### config.mk
export PLATFORM = sky130hd
export DESIGN_NAME = mul_iter_param
export DESIGN_NICKNAME = d
export VERILOG_FILES = /design/src/rtl/mul_pkg.sv /design/src/rtl/mul_step.sv /design/src/rtl/mul_iter_param.sv
export SDC_FILE = /design/constraint.sdc
export NUM_CORES = 1
export LEC_CHECK = 0
export CORE_UTILIZATION = 40
export CTS_CLUSTER_SIZE = 40
export DETAILED_ROUTE_END_ITERATION = 8
export PLACE_DENSITY_LB_ADDON = 0.15
export SLEW_MARGIN = 20
export SYNTH_ARGS = -nofsm -noshare
export SYNTH_HDL_FRONTEND = slang
export SYNTH_SLANG_ARGS = --single-unit
### constraint.sdc
create_clock -name clk -period 4.3 [get_ports clk]
set_input_delay 1.075 -clock clk [delete_from_list [all_inputs] [get_ports clk]]
set_output_delay 1.075 -clock clk [all_outputs]
set_load 0.005 [all_outputs]
### src/rtl/mul_pkg.sv
// Shared types and elaboration helpers for the iterative shift-add multiplier.
package mul_pkg;

    typedef enum logic [1:0] {
        IDLE = 2'd0,
        BUSY = 2'd1,
        DONE = 2'd2
    } state_t;

    // Widest operand the magnitude helper can carry.
    localparam int MAX_W = 64;

    function automatic int n_steps(input int width, input int bpc);
        return width / bpc;
    endfunction

    function automatic int cnt_w(input int steps);
        return (steps > 1) ? $clog2(steps) : 1;
    endfunction

    // Two's-complement negate when requested; callers truncate to operand width,
    // so -2^(W-1) comes back as the unsigned magnitude 2^(W-1).
    function automatic logic [MAX_W-1:0] mag_of(input logic [MAX_W-1:0] x, input logic neg);
        return neg ? (~x + MAX_W'(1)) : x;
    endfunction

endpackage

### src/rtl/mul_step.sv
// One WIDTH x BPC partial-product slice: AND array rows summed with their bit weights.
module mul_step #(
    parameter int WIDTH = 8,
    parameter int BPC   = 1
) (
    input  logic [WIDTH-1:0]     mcand,
    input  logic [BPC-1:0]       mplier,
    output logic [WIDTH+BPC-1:0] pp
);

    logic [WIDTH-1:0] row [BPC];

    for (genvar j = 0; j < BPC; j++) begin : g_row
        assign row[j] = mcand & {WIDTH{mplier[j]}};
    end

    always_comb begin
        pp = '0;
        for (int j = 0; j < BPC; j++) begin
            pp = pp + ((WIDTH+BPC)'(row[j]) << j);
        end
    end

endmodule

### src/rtl/mul_iter_param.sv
// Iterative shift-add multiplier retiring BPC multiplier bits per clock,
// with sign-magnitude handling and valid/ready on both sides.
//
// state | meaning
// IDLE  | waiting for an operand pair, in_ready high
// BUSY  | accumulating partial products, one BPC slice per clock
// DONE  | product held on y with out_valid until out_ready
module mul_iter_param
    import mul_pkg::*;
#(
    parameter int WIDTH     = 8,
    parameter int BPC       = 1,
    parameter int SIGNED_EN = 1
) (
    input  logic               clk,
    input  logic               rst_n,
    input  logic               in_valid,
    output logic               in_ready,
    input  logic [WIDTH-1:0]   a,
    input  logic [WIDTH-1:0]   b,
    input  logic               signed_mode,
    output logic               out_valid,
    input  logic               out_ready,
    output logic [2*WIDTH-1:0] y,
    output logic               busy
);

    localparam int N_STEPS = n_steps(WIDTH, BPC);
    localparam int CNT_W   = cnt_w(N_STEPS);
    localparam int YW      = 2 * WIDTH;

    if ((BPC < 1) || (WIDTH < 2) || (WIDTH > MAX_W) || ((WIDTH % BPC) != 0)) begin : g_bad_param
        $error("mul_iter_param: need 2 <= WIDTH <= 64 and BPC dividing WIDTH");
    end

    state_t             state_q, state_d;
    logic               in_ready_q, in_ready_d;
    logic               out_valid_q, out_valid_d;
    logic               busy_q, busy_d;
    logic [YW-1:0]      acc_q, acc_d;
    logic [YW-1:0]      y_q, y_d;
    logic [WIDTH-1:0]   mag_a_q, mag_a_d;
    logic [WIDTH-1:0]   mag_b_q, mag_b_d;
    logic [CNT_W-1:0]   cnt_q, cnt_d;
    logic               neg_q, neg_d;

    logic               sgn;
    logic [WIDTH+BPC-1:0] pp;
    logic [YW-1:0]      acc_step;

    assign sgn = signed_mode && (SIGNED_EN != 0);

    mul_step #(
        .WIDTH (WIDTH),
        .BPC   (BPC)
    ) u_step (
        .mcand  (mag_a_q),
        .mplier (mag_b_q[BPC-1:0]),
        .pp     (pp)
    );

    always_comb begin
        state_d  = state_q;
        acc_d    = acc_q;
        y_d      = y_q;
        mag_a_d  = mag_a_q;
        mag_b_d  = mag_b_q;
        cnt_d    = cnt_q;
        neg_d    = neg_q;
        acc_step = acc_q + (YW'(pp) << (int'(cnt_q) * BPC));

        unique case (state_q)
            IDLE: begin
                if (in_valid && in_ready_q) begin
                    state_d = BUSY;
                    mag_a_d = WIDTH'(mag_of(MAX_W'(a), sgn & a[WIDTH-1]));
                    mag_b_d = WIDTH'(mag_of(MAX_W'(b), sgn & b[WIDTH-1]));
                    neg_d   = sgn & (a[WIDTH-1] ^ b[WIDTH-1]);
                    acc_d   = '0;
                    cnt_d   = '0;
                end
            end
            BUSY: begin
                acc_d   = acc_step;
                mag_b_d = mag_b_q >> BPC;
                cnt_d   = cnt_q + CNT_W'(1);
                // Last slice: fold the sign back in on the same edge as the final add.
                if (cnt_q == CNT_W'(N_STEPS - 1)) begin
                    state_d = DONE;
                    y_d     = neg_q ? -acc_step : acc_step;
                end
            end
            DONE: begin
                if (out_ready) begin
                    state_d = IDLE;
                end
            end
            default: state_d = IDLE;
        endcase

        in_ready_d  = (state_d == IDLE);
        out_valid_d = (state_d == DONE);
        busy_d      = (state_d != IDLE);
    end

    always_ff @(posedge clk or negedge rst_n) begin
        if (!rst_n) begin
            state_q     <= IDLE;
            in_ready_q  <= 1'b1;
            out_valid_q <= 1'b0;
            busy_q      <= 1'b0;
            acc_q       <= '0;
            y_q         <= '0;
            mag_a_q     <= '0;
            mag_b_q     <= '0;
            cnt_q       <= '0;
            neg_q       <= 1'b0;
        end else begin
            state_q     <= state_d;
            in_ready_q  <= in_ready_d;
            out_valid_q <= out_valid_d;
            busy_q      <= busy_d;
            acc_q       <= acc_d;
            y_q         <= y_d;
            mag_a_q     <= mag_a_d;
            mag_b_q     <= mag_b_d;
            cnt_q       <= cnt_d;
            neg_q       <= neg_d;
        end
    end

    assign in_ready  = in_ready_q;
    assign out_valid = out_valid_q;
    assign busy      = busy_q;
    assign y         = y_q;

endmodule

==> qor.csv, run 1 <==
stage,metric,value,unit
status,status,"complete, no violations",
critical_path,r2r_slack,450,ps
clock_tree,insertion_delay,340,ps
sta,setup_viol,0,
clock_tree,cts_hold_buf,0,
critical_path,critical_path_arrival,4070,ps
grt,grt_pass1_wl,14.4,mm
sta,max_slew.worst_pin.slew,973,ps
critical_path,cp_max_fo,11,
sta,final_max_slew_viol_count,0,
die,fp.dieW,101,um
die,core-area,9330,um2
sta,tns,0,ps
route,route.vias.total,3232,
critical_path,critPathCaptureType,register,
grt,grt_pass1_vias,3029,
critical_path,timing.rr.start,cnt_q[1],
die,die_area,10100,um2
sta,hold_viol,0,
sta,fmax,259,MHz
synthesis,synth.avg_cell_area,8.72,um2
final_layout,layout_commonest_cell,nand2_1,
synthesis,synth.distinct_cells,54,
die,die_h,101,um
synthesis,synth_edf_count,0,
critical_path,endpoint,y[12],
clock_tree,clk_pin_slew,70,ps
placed_design,gp_congestion,0.870,
clock_tree,cts_resized,0,
clock_tree,root_buffer,clkbuf_8,
synthesis,synth_seq_area_share,0.366,
synthesis,yosys_warnings,0,
critical_path,r2r-end,y[12],
final_layout,antenna_cells,0,
clock_tree,cts_buffers,9,
synthesis,syn_nets,490,
sta,period_minus_slack,3850,ps
final_layout,fin_util,0.496,
route,wl_met1,4.22,mm
synthesis,synth_top_area_frac,0.359,
route,ant_nets,0,
synthesis,synthesis.area,3900,um2
final_layout,nets,529,
grt,grt-ovfl-total,0,
synthesis,async_flop_share,1.00,
sta,fin_skew,10.1,ps
sta,rsz0062_at_grt,false,
critical_path,worstSetupStartpoint,cnt_q[1],
synthesis,synthTopCellsByArea,"dfrtp_1, o21ai_0, ha_1",
sta,timing.final.crit_share,0.896,
die,start_util,0.418,
power,peakVddDrop,0.233,mV
route,drc,0,
critical_path,critical_path_class,reg -> reg,
final_layout,final_cell_mix,"nand2_1, o21ai_0, dfrtp_1",
placed_design,hpwl,6.64,mm
clock_tree,postCtsSetupRepairBufs,0,
route,highest_layer,met4,
route,routed-wl-met3,335,um
final_layout,drive_above_1_share,0.102,
route,avgViaCountPerCell,5.21,
die,rows,35,
final_layout,n_fill_cell,969,
grt,antenna_found_initial,0,
grt,grt_max_degree,37,
placed_design,portBuffers,39,
sta,slew_headroom,0.351,
synthesis,synth.ff_latch_count,57,
final_layout,final_cells,620,
route,first_iter_violations,88,
sta,holdWs,476,ps
grt,grt_use_total,0.182,
route,firstDrtPassIters,4,
route,avgRoutedWirePerCell,14.0,um
flow_run,max-cap-violations,0,
min_path,min-delay-path-class,reg -> reg,
final_layout,synthToLayoutAreaGrowth,18.5,%
clock_tree,clk_path_buf_depth,2,
critical_path,ff2ff_path_depth,13,
critical_path,required,4520,ps
clock_tree,cts_max_level,3,
clock_tree,clkSinkCount,57,
route,wirelength,8.65,mm
route,wl_met2,3.93,mm
synthesis,synth_flop_cell,dfrtp_1,
power,leakage,2.02,nW
clock_tree,cts_tree,yes,
placed_design,place_inst,604,
power,power.density,734,nW/um2
synthesis,syn_inst,447,
die,num_io_pins,40,
synthesis,synth_largest_area_cell,dfrtp_1,
critical_path,start_kind,register,
-- Yosys cell counts (4+ instances only) --
cell type,count
mux2_2,6
xor2_1,16
nand2_1,69
a21o_1,4
a22oi_1,8
dfrtp_1,56
inv_1,10
nor2_1,20
clkbuf_1,20
o22ai_1,5
o21ai_0,59
nand3_1,28
o31ai_1,6
xnor2_1,24
nand2b_1,4
a31oi_1,5
nor3_1,5
ha_1,21
or3_1,4
and2_1,5
a21oi_1,15
o21ai_1,4
mux2i_1,8
-- where the power goes --
group / internal [mW] / switching (mW) / leakage (nW)
sequential: 0.756 / 0.191 / 0.735
clock: 0.269 / 0.236 / 0.0964
combinational: 0.869 / 1.07 / 1.18
-- routing by layer --
layer | track usage | up-vias
met4 | 0.0691 | 0
met3 | 0.0312 | 17
met1 | 0.238 | 1470
met2 | 0.302 | 78
li1 | - | 1667
met5 | 0 | -
-- logic make-up (layout without fill, tap and decap cells) --
group | after synthesis | in the layout | synth area share
muxes | 14 | 14 | 0.0379
and+or+nand+nor | 158 | 158 | 0.194
DFF | 57 | 57 | 0.366
adders and majority gates | 22 | 22 | 0.0725
AOI/OAI and AO/OA | 121 | 121 | 0.195
buffers and inverters | 34 | 78 | 0.0398
xor gates and xnor gates | 41 | 41 | 0.0940
-- metrics by stage --
stage	worst slack [ps]	total power [mW]	instance area, um2
floorplan	424	2.32	3900
global placement	556	2.90	4430
detailed placement	465	2.92	4430
CTS	441	3.44	4620
global route	84.7	3.71	4620
finish	446	3.39	4620
-- final cells by class --
type | count | area [um2] | share of cell area
clock inverters | 6 | 68.8 | 0.0149
flip-flops and latches | 57 | 1430 | 0.309
clock buffers | 10 | 128 | 0.0276
inverters | 10 | 37.5 | 0.00812
well taps | 129 | 161 | 0.0349
repair buffers | 52 | 483 | 0.104
multi-input cells | 356 | 2320 | 0.501
-- flip-flops by register name, summed over array words and instances, names as in the netlist --
signal / flops
busy: 1
state_q: 2
neg_q: 1
out_valid: 1
cnt_q: 3
y: 16
mag_a_q: 8
acc_q: 16
in_ready: 1
mag_b_q: 8
-- worst min-delay path by stage --
stage,startpoint,cells past startpoint,endpoint,slack (ps)
finish,y[4],2,y[4],480
global route,y[7],2,y[7],510
CTS,y[4],2,y[4],490
detailed placement,y[4],2,y[4],470
global placement,y[7],2,y[7],460
floorplan,acc_q[10],2,acc_q[10],460
-- worst max-delay path, stage by stage, from the launching register on --
cell      delay (ps)
dfrtp_1          550
buf_4            230
nand2_1           80
o22a_1           210
o22ai_1          170
ha_1             320
a21o_1           240
a221oi_4         430
nor3_1           110
a311oi_2         320
or4b_4           520
o21ai_0          210
xor2_1            80
mux2_2           260
No activity file was read; power rests on OpenSTA's default activity.
==> inputs of run 2 (changes only) <==
- CAP_MARGIN: not set -> 20
- CELL_PAD_IN_SITES_DETAIL_PLACEMENT: not set -> 1
- CELL_PAD_IN_SITES_GLOBAL_PLACEMENT: not set -> 2
- CORE_UTILIZATION: 40 -> 35
==> run 2 against run 1 <==
  * Utilization down 6.7 points
  * Final cell count up 1.9%
  * Sequential cell count unchanged
  * Clock skew up 7.5 ps
  * Clock power down 1%
  * Wire length up 19%
  * First-iteration DRC count up 11%
  * Critical path depth unchanged
  * Power up 3.0%
==> qor.csv, run 2 (synthesis results as in run 1) <==
stage,metric,value,unit
sta,tns,0,ps
die,rows,38,
min_path,min-delay-path-class,reg -> reg,
final_layout,fin_util,0.428,
final_layout,nets,530,
sta,timing.final.crit_share,0.918,
grt,met1_usage,0.231,
critical_path,max_stage_delay,530,ps
sta,fin_skew,17.6,ps
clock_tree,cts_resized,0,
route,drc,0,
die,core-area,10800,um2
final_layout,synthToLayoutAreaGrowth,19.0,%
placed_design,portBuffers,39,
clock_tree,clk_path_buf_depth,2,
grt,grt_use_total,0.197,
clock_tree,insertion_delay,350,ps
sta,rsz0062_at_grt,false,
flow_run,max-cap-violations,0,
die,die_h,108,um
route,wirelength,10.3,mm
clock_tree,root_buffer,clkbuf_8,
sta,fmax,253,MHz
grt,grt-ovfl-total,0,
die,num_io_pins,40,
grt,grt_pass1_vias,3508,
die,fp.dieW,108,um
route,avgRoutedWirePerCell,16.3,um
critical_path,critPathCaptureType,register,
critical_path,worst-path-buf-inv,0,
grt,use_met2,0.354,
critical_path,required,4540,ps
power,peakVddDrop,0.255,mV
route,route.vias.total,3341,
grt,grt_max_degree,37,
final_layout,layout_commonest_cell,nand2_1,
sta,slew_headroom,0.415,
clock_tree,cts_tree,yes,
critical_path,critical_path_arrival,4180,ps
clock_tree,clk_pin_slew,80,ps
route,ant_nets,0,
sta,max_slew.worst_pin.slew,877,ps
clock_tree,cts_max_level,3,
die,start_util,0.360,
grt,use_met3,0.0430,
placed_design,hpwl,8.04,mm
sta,hold_viol,0,
final_layout,antenna_cells,0,
clock_tree,clkSinkCount,57,
sta,holdWs,483,ps
placed_design,place_inst,616,
grt,grt_pass1_wl,17.5,mm
critical_path,worstPathCellList,mux2_2 > nand2_1 > o22a_1 > o22ai_1 > ha_1 > a21o_1 > a221oi_4 > nor3_1 > a311oi_2 > or4b_4 > o21ai_0 > xor2_1 > mux2_2,
power,leakage,2.02,nW
clock_tree,cts_hold_buf,0,
critical_path,start_kind,register,
status,status,"complete, no violations",
sta,final_max_slew_viol_count,0,
power,power.density,753,nW/um2
critical_path,slowest_stage,dfrtp_1,
grt,busiest_layer,met2,
die,die_area,11600,um2
clock_tree,cts_buffers,9,
critical_path,r2r_slack,350,ps
grt,antenna_found_initial,0,
critical_path,critical_path_class,reg -> reg,
sta,period_minus_slack,3950,ps
route,first_iter_violations,98,
final_layout,final_cell_mix,"nand2_1, o21ai_0, dfrtp_1",
critical_path,cp_max_fo,9,
sta,setup_viol,0,
critical_path,critical_path.top_delay_family,compound AO/OA/AOI/OAI gates,
route,avgViaCountPerCell,5.29,
final_layout,drive_above_1_share,0.102,
final_layout,final_cells,632,
clock_tree,postCtsSetupRepairBufs,0,
critical_path,cp_common_cell,mux2_2,
placed_design,gp_congestion,0.786,
route,firstDrtPassIters,4,
[run 2: final timing paths]
check | startpoint | to | cells past startpoint
max | cnt_q[0] | y[12] | 13
min | y[2] | y[2] | 2
max reg2reg | cnt_q[0] | y[12] | 13
min reg2reg | y[2] | y[2] | 2
max in group asynchronous | rst_n | mag_a_q[4] | 2
min in group asynchronous | rst_n | y[14] | 1
[run 2: worst min-delay path, delay by kind of cell, from the launching register on]
kind            cells  cell delay (ps)
compound gates      1               60
flops               1              340
simple gates        1               50
[run 2: area by class of cell]
type | count | area, um2
multi-input combinational | 356 | 2320
sequential | 57 | 1430
clock buffer | 13 | 149
tap | 140 | 175
fill | 1308 | 6200
timing repair buffer | 53 | 490
clock inverter | 3 | 42.5
inverter | 10 | 37.5
[run 2: layer usage]
layer  vias up  wire length, um
met3        12              221
met4         0              199
li1       1669                -
met2        38             5300
met1      1622             4600
met5         -                0
[run 2: report_power, final]
| part | switching [mW] | leakage [nW] | internal, mW | total (mW) |
|---|---|---|---|---|
| registers | 0.212 | 0.735 | 0.756 | 0.968 |
| logic | 1.14 | 1.19 | 0.889 | 2.03 |
| clock network | 0.218 | 0.0936 | 0.283 | 0.501 |
| total | 1.57 | 2.02 | 1.93 | 3.50 |
[run 2: through the flow]
stage               setup WS, ps  total power, mW  cell area (um2)
CTS                          334             3.57             4640
global route               0.865             3.84             4640
global placement             407             2.99             4450
floorplan                    424             2.32             3900
finish                       354             3.50             4640
detailed placement           324             3.04             4450
